<file path="src/rtl/rf_wb_arbiter.sv">
// -----------------------------------------------------------------------------
// rf_wb_arbiter
//
// Shares the register file's single write port between the ALU result path and
// the LSU load-return path. Loads win by default; a starvation counter forces
// the ALU through after MAX_WAIT consecutive denied cycles. The write port is
// registered: a request accepted in cycle N is written in cycle N+1.
//
// Ports:
//   clk, rst_n              clock, asynchronous active-low reset
//   flush                   synchronous flush, cancels this cycle's grants
//   alu_valid/rd/data       ALU writeback request
//   alu_ready               ALU request accepted this cycle (combinational)
//   lsu_valid/rd/data       load writeback request
//   lsu_ready               load request accepted this cycle (combinational)
//   rf_wr_en/addr/data      registered register-file write port
//   grant_src               source of last accepted request (0 ALU, 1 LSU)
//   alu_starve              current count of consecutive denied ALU cycles
// -----------------------------------------------------------------------------
module rf_wb_arbiter #(
  parameter int DATA_W   = 32,
  parameter int ADDR_W   = 5,
  parameter int MAX_WAIT = 4,
  localparam int SW      = $clog2(MAX_WAIT + 1)
) (
  input  logic              clk,
  input  logic              rst_n,
  input  logic              flush,
  input  logic              alu_valid,
  input  logic [ADDR_W-1:0] alu_rd,
  input  logic [DATA_W-1:0] alu_data,
  output logic              alu_ready,
  input  logic              lsu_valid,
  input  logic [ADDR_W-1:0] lsu_rd,
  input  logic [DATA_W-1:0] lsu_data,
  output logic              lsu_ready,
  output logic              rf_wr_en,
  output logic [ADDR_W-1:0] rf_wr_addr,
  output logic [DATA_W-1:0] rf_wr_data,
  output logic              grant_src,
  output logic [SW-1:0]     alu_starve
);

  localparam logic [SW-1:0] MAX_CNT = SW'(MAX_WAIT);

  typedef enum logic {
    SRC_ALU = 1'b0,
    SRC_LSU = 1'b1
  } src_e;

  logic              alu_acc;
  logic              lsu_acc;
  logic              accept;
  logic              alu_forced;
  src_e              win_src;
  logic [ADDR_W-1:0] win_rd;
  logic [DATA_W-1:0] win_data;

  // Ready is a function of valids, flush and the starvation count only, so a
  // requester may wait on ready without forming a combinational loop. rst_n
  // gates both readies so nothing is accepted while reset is held.
  // NOTE: every signal written here gets a default first so no latch is inferred.
  always_comb begin
    alu_ready  = 1'b0;
    lsu_ready  = 1'b0;
    alu_forced = (alu_starve >= MAX_CNT);
    if (rst_n && !flush) begin
      if (alu_valid && (!lsu_valid || alu_forced)) begin
        alu_ready = 1'b1;
      end else if (lsu_valid) begin
        lsu_ready = 1'b1;
      end
    end
  end

  assign alu_acc  = alu_valid && alu_ready;
  assign lsu_acc  = lsu_valid && lsu_ready;
  assign accept   = alu_acc || lsu_acc;
  assign win_src  = lsu_acc ? SRC_LSU : SRC_ALU;
  assign win_rd   = lsu_acc ? lsu_rd   : alu_rd;
  assign win_data = lsu_acc ? lsu_data : alu_data;

  // Starvation counter: clears whenever the ALU is not actually waiting.
  // NOTE: state registers use non-blocking assignments so every flop samples
  // the pre-edge values of the others.
  always_ff @(posedge clk or negedge rst_n) begin
    if (!rst_n) begin
      alu_starve <= '0;
    end else if (flush || !alu_valid || alu_acc) begin
      alu_starve <= '0;
    end else if (alu_starve < MAX_CNT) begin
      alu_starve <= alu_starve + 1'b1;
    end
  end

  // Output stage. A write to x0 is consumed but never reaches the register
  // file; address, data and source still load so they reflect the last grant.
  always_ff @(posedge clk or negedge rst_n) begin
    if (!rst_n) begin
      rf_wr_en   <= 1'b0;
      rf_wr_addr <= '0;
      rf_wr_data <= '0;
      grant_src  <= 1'b0;
    end else begin
      rf_wr_en <= accept && (win_rd != '0);
      if (accept) begin
        rf_wr_addr <= win_rd;
        rf_wr_data <= win_data;
        grant_src  <= win_src;
      end
    end
  end

endmodule

</file>
<file path="config.mk">
export PLATFORM = sky130hd
export DESIGN_NAME = rf_wb_arbiter
export DESIGN_NICKNAME = d
export VERILOG_FILES = /design/src/rtl/rf_wb_arbiter.sv
export SDC_FILE = /design/constraint.sdc
export NUM_CORES = 1
export LEC_CHECK = 0
export CORE_MARGIN = 2
export CORE_UTILIZATION = 40
export CTS_BUF_LIST = sky130_fd_sc_hd__clkbuf_8
export CTS_CLUSTER_DIAMETER = 200
export DETAILED_ROUTE_END_ITERATION = 6
export PLACE_DENSITY = 0.82
export SETUP_SLACK_MARGIN = 0.5
export SLEW_MARGIN = 5
export SYNTH_ARGS = -nofsm -noshare
export SYNTH_HDL_FRONTEND = slang
export SYNTH_SLANG_ARGS = --single-unit
</file>
<file path="constraint.sdc">
create_clock -name clk -period 2.85 [get_ports clk]
set_clock_uncertainty 0.2 [all_clocks]
set_input_delay 0.4275 -clock clk [delete_from_list [all_inputs] [get_ports clk]]
set_output_delay 0.4275 -clock clk [all_outputs]
set_load 0.01 [all_outputs]
</file>
==> out/metrics.yaml, run 1 <==
setup_path:
  start_kind: "primary input"
  worst_r2r_path_depth: 4
  cp_top_family: "buffers and inverters"
  crit_type: "in2out"
  r2r-end: "rf_wr_addr[2]$_DFFE_PN0P_"
  slowest_stage: "clkdlybuf4s50_1"
  critPathMaxStageDelay_ns: 0.56
  cp.arrival_ns: 1.60
  path_cells: "clkdlybuf4s50_1 -> nand2_1 -> nand2_2 -> inv_1 -> dlygate4sd2_1"
  cp-end-kind: "output port"
  path_buf_inv: 3
  critPathMaxFanout: 6
  rr_startpoint: "alu_starve[2]$_DFFE_PN0P_"
  worst-r2r-setup-slack_ns: 1.22
  required_ns: 2.22
routing:
  met2_length_mm: 3.51
  drt_iter0_markers: 123
  ant_nets: 0
  via_per_inst: 5.52
  wire_per_inst_um: 16.1
  wl_met1_mm: 2.90
  drtPass1Iterations: 4
  wl_met3_um: 513
  drc: 0
  top_layer: "met4"
  wirelength_mm: 7.00
  num_vias: 2396
power_and_ir_drop:
  leakage_uw: 0.00153
  vdd_drop_max_uv: 212
  powerDensity_nw_per_um2: 455
cts:
  htree_levels: 2
  cts_buffers: 5
  cts.clk_slew.worst_paths_ns: 0.07
  cts_tree: "done"
  cts_root_buffer: "clkbuf_8"
  clockBufferDepth: 2
  clk_latency_ns: 0.29
  cts_sinks: 42
synth:
  yosysUniqueCellTypes: 28
  synth-seq-area-share_pct: 46.3
  synth_edf_count: 0
  syn_inst: 243
  synthFlopType: "dfrtp_1"
  ys_warn_count: 0
  syn_area_per_cell_um2: 9.35
  async_reset_ff_share_pct: 100
  synthesis.nets: 323
  ys_ff_latch: 42
  syn_area_um2: 2270
die:
  num_rows: 27
  initial_utilization_pct: 41.2
  die_area_um2: 6300
  fp.coreArea_um2: 5510
  die_y_um: 79.3
  die_w_um: 79.3
  boundaryPins: 123
finish:
  multiInputGateArea_um2: 958
  n_fill_cell: 459
  fin_nets: 441
  layout_common_cells: "clkdlybuf4s50_1 (118), dfrtp_1 (42), inv_1 (37)"
  synthToLayoutAreaGrowth_pct: 61.9
  num_antenna_cells: 0
  drive_gt1_share_pct: 7.18
  final_common_cell: "clkdlybuf4s50_1"
  area.sequential_um2: 1050
timing:
  max_slew_margin_pct: 47.2
  slew_violations: 0
  hold_violations: 0
  finalCritPeriodShare_pct: 78.1
  hold_ws_ns: 0.299
  fin_crit_ns: 2.22
  setup_tns_ns: 0
  finalSetupViolations: 0
  fmax_mhz: 450
  rsz0062_at_grt: "no"
  worstMarginPinSlew_ns: 0.789
min_path:
  min_from: "rst_n"
  hold_end: "alu_starve[2]$_DFFE_PN0P_"
  min_path_type: "in2reg"
  min_path_cells: 3
placement:
  place_congestion: 0.777
  portBuffers: 122
  dp_hpwl_mm: 4.87
outcome:
  status: "finished clean"
run:
  max_cap_viol_count: 0
grt:
  track_usage_pct: 22.8
  antenna_found_initial: 0
  grt_pass1_vias: 2372
  grt_max_degree: 39
  grt_overflow: 0
  grt_pass1_wl_mm: 11.4
## worst max-delay path by stage
stage / from / end / slack, ns / cells past startpoint
global placement: lsu_valid / lsu_ready / 0.26 / 5
global route: alu_valid / lsu_ready / 0.54 / 5
detailed placement: lsu_valid / lsu_ready / 0.20 / 5
floorplan: flush / rf_wr_addr[0]$_DFFE_PN0P_ / 1.29 / 5
CTS: alu_starve[2]$_DFFE_PN0P_ / alu_starve[2] / 0.62 / 2
finish: alu_valid / lsu_ready / 0.63 / 5
## worst reg2reg max path, delay by kind of cell, from the launching register on
family	cells	cell delay [ns]
flops	1	0.41
simple gates	2	0.25
buf+inv	1	0.26
compound gates	1	0.39
## where the power goes
part / total, uW / switching, uW / internal [uW]
combinational: 548 / 221 / 327
sequential: 732 / 45.3 / 687
clock: 395 / 202 / 192
total: 1670 / 469 / 1210
## registers in the layout, indices dropped and copies added (netlist names)
| name | flops |
|---|---|
| rf_wr_en | 1 |
| rf_wr_data | 32 |
| rf_wr_addr | 5 |
| grant_src | 1 |
| alu_starve | 3 |
## stage by stage
| step | power (uW) | instance area [um2] | instances | setup slack, ns | util (%) |
|---|---|---|---|---|---|
| floorplan | 935 | 2270 | 243 | 1.29 | - |
| global placement | 1280 | 3550 | 422 | 0.258 | 64.5 |
| detailed placement | 1290 | 3550 | 422 | 0.204 | 64.5 |
| CTS | 1690 | 3680 | 434 | 0.623 | 66.8 |
| global route | 1770 | 3680 | 434 | 0.538 | 66.8 |
| finish | 1670 | 3680 | 434 | 0.625 | 66.8 |
## cell type report
cell class	count	share of cell area, %
Sequential cell	42	28.6
Clock inverter	2	0.238
Inverter	37	3.78
Clock buffer	6	2.25
Multi-Input combinational cell	136	26.1
Timing Repair Buffer	139	36.6
Tap cell	72	2.45
## cell usage after synthesis (2+ instances only)
| cell | n | area, um2 |
|---|---|---|
| a311o_1 | 4 | 40.0 |
| o2111ai_1 | 33 | 289 |
| buf_2 | 10 | 50.1 |
| clkbuf_1 | 16 | 60.1 |
| nand2b_1 | 3 | 18.8 |
| a21oi_1 | 2 | 10.0 |
| dfrtp_1 | 42 | 1050 |
| nor2_1 | 5 | 18.8 |
| inv_1 | 36 | 135 |
| o21a_1 | 4 | 30.0 |
| o21ai_0 | 33 | 165 |
| o211ai_1 | 34 | 255 |
| nand3_1 | 2 | 10.0 |
| and3_1 | 5 | 31.3 |
## cell families after synthesis
kind of cell | synth area share (%)
AO/OA/AOI/OAI | 35.9
AND/OR/NAND/NOR | 5.46
flip-flops | 46.3
adder cells (fa/ha/maj) | 0.551
buffers and inverters | 11.8
## per-layer routing
layer  vias to the layer above  GRT usage (%)
met5                         -              0
met3                        10           6.59
met1                      1138           28.5
met4                         0           5.52
li1                       1149              -
met2                        99           38.7
## repair_timing
item / 4_1_cts / 5_1_grt
setup endpoints to repair: 2 / 0
setup buffers: 1 / 0
hold endpoints to repair: 18 / 0
hold buffers: 3 / 0
resized for setup: 4 / 0
Power figures use the tool's default switching activity.
==> run 2, diff against run 1 <==
clock period = 2.15 ns   (was 2.85 ns; I/O delays follow)
==> run 2 against run 1 <==
- core utilization increased by 2.5 points
- cell count increased by 2.1%
- hold slack got worse by 0.10 ns
- die area unchanged
- non-clock buffer count increased by 9
- clock power increased by 53%
- via count increased by 3.4%
- largest cell class unchanged
- critical path type unchanged
- combinational power increased by 20%
==> out/metrics.yaml, run 2 (same netlist as run 1, synthesis figures left out) <==
outcome:
  status: "finished clean"
placement:
  dp_hpwl_mm: 4.95
  dp_slack_ns: -0.0754
  place_congestion: 0.776
  portBuffers: 122
die:
  die_y_um: 79.3
  fp.coreArea_um2: 5510
  initial_utilization_pct: 41.2
  boundaryPins: 123
  num_rows: 27
  die_w_um: 79.3
  die_area_um2: 6300
timing:
  setup_tns_ns: 0
  finalSetupViolations: 0
  hold_ws_ns: 0.200
  max_slew_margin_pct: 46.1
  fmax_mhz: 578
  fin_crit_ns: 1.73
  worstMarginPinSlew_ns: 0.808
  hold_violations: 0
  layout_setup_ws_ns: 0.420
  slew_violations: 0
  finalCritPeriodShare_pct: 80.5
  rsz0062_at_grt: "yes"
cts:
  htree_levels: 2
  cts_root_buffer: "clkbuf_8"
  cts_sinks: 42
  cts.clk_slew.worst_paths_ns: 0.07
  clk_latency_ns: 0.29
  clockBufferDepth: 2
  cts_buffers: 5
  cts_tree: "done"
grt:
  grt_pass1_vias: 2443
  track_usage_pct: 23.3
  antenna_found_initial: 0
  grt_overflow: 0
  grt_pass1_wl_mm: 11.6
  grt_max_degree: 38
setup_path:
  cp_top_family: "buffers and inverters"
  critPathMaxStageDelay_ns: 0.29
  start_kind: "primary input"
  slowest_stage: "dlygate4sd2_1"
  critPathMaxFanout: 3
  path_buf_inv: 3
  required_ns: 1.63
  cp.arrival_ns: 1.21
  crit_type: "in2out"
  cp-end-kind: "output port"
  path_cells: "dlygate4sd2_1 -> and3b_2 -> nand2_2 -> inv_1 -> clkdlybuf4s15_2"
power_and_ir_drop:
  leakage_uw: 0.00171
  powerDensity_nw_per_um2: 584
  vdd_drop_max_uv: 385
finish:
  top_register: "rf_wr_data"
  fin_nets: 450
  multiInputGateArea_um2: 998
  num_antenna_cells: 0
  largest_reg_flops: 32
  reg.largest.list: "rf_wr_data x32, rf_wr_addr x5, alu_starve x3"
  layout_common_cells: "clkdlybuf4s50_1 (74), dlygate4sd2_1 (44), dfrtp_1 (41)"
  synthToLayoutAreaGrowth_pct: 68.0
  final_common_cell: "clkdlybuf4s50_1"
  drive_gt1_share_pct: 12.4
  area.sequential_um2: 1050
  n_fill_cell: 457
min_path:
  min_path_type: "in2reg"
routing:
  num_vias: 2477
  drt_iter0_markers: 90
  wire_per_inst_um: 16.5
  via_per_inst: 5.59
  ant_nets: 0
  wirelength_mm: 7.32
  drc: 0
  drtPass1Iterations: 4
run:
  max_cap_viol_count: 0
run 2: cell count changes in the layout (fill, tap and decap cells not counted), moves of 4 or more:
cell and delta:
buf_4 +4, buf_6 +5, clkdlybuf4s50_1 -44, dlygate4sd2_1 +41, o2111ai_1 -4, o2111ai_2 +4
run 2: power by group:
part / switching, uW / internal, uW
clock: 265 / 338
combinational: 301 / 357
sequential: 56.3 / 910
run 2: area by class of cell:
cell class                      count  share of cell area (%)
Clock buffer                        5                    1.80
Clock inverter                      3                   0.984
Inverter                           37                    3.64
Multi-Input combinational cell    136                    26.2
Sequential cell                    42                    27.6
Tap cell                           72                    2.36
Timing Repair Buffer              148                    37.5
run 2: per-stage QoR:
stage	cells	util [%]	power, uW	cell area (um2)
after floorplan	243	-	1240	2270
after global placement	429	65.7	1710	3620
after detailed placement	429	65.7	1720	3620
after CTS	443	68.6	2240	3780
after global routing	443	69.3	2350	3810
final	443	69.3	2230	3810
run 2: per-layer routing:
metal	part of all wire (%)	up-vias	routed length [um]	global-route usage [%]
met5	0	-	0	0
met4	0.63	0	46	4.31
met3	7.5	4	547	5.80
met2	52	107	3780	41.3
met1	40	1192	2950	29.0
li1	-	1174	-	-
run 2: path summary, 6_finish.rpt:
kind                                            start                          to  slack, ns  depth (start not counted)
min                                             rst_n   alu_starve[2]$_DFFE_PN0P_       0.20                          3
min in group asynchronous                       rst_n   alu_starve[1]$_DFFE_PN0P_       0.26                          3
max reg2reg                 alu_starve[2]$_DFFE_PN0P_   rf_wr_addr[0]$_DFFE_PN0P_       0.53                          4
max                                         lsu_valid                   lsu_ready       0.42                          5
min reg2reg                rf_wr_data[29]$_DFFE_PN0P_  rf_wr_data[29]$_DFFE_PN0P_       0.32                          2
max in group asynchronous                       rst_n   alu_starve[2]$_DFFE_PN0P_       0.92                          3
run 2: repair_timing:
action / in CTS / in global routing
resized for setup: 64 / 9
endpoints found under the setup margin: 82 / 45
buffers inserted: 3 / 0
hold buffers: 2 / 0
gates cloned: 1 / 0
endpoints found under the hold margin: 42 / 0
pin swaps: 1 / 1
run 2: worst min-delay path: cells and delay by family:
| family | cells | cell delay (ns) |
|---|---|---|
| buffers and inverters | 2 | 0.26 |
| AO/OA/AOI/OAI | 1 | 0.06 |
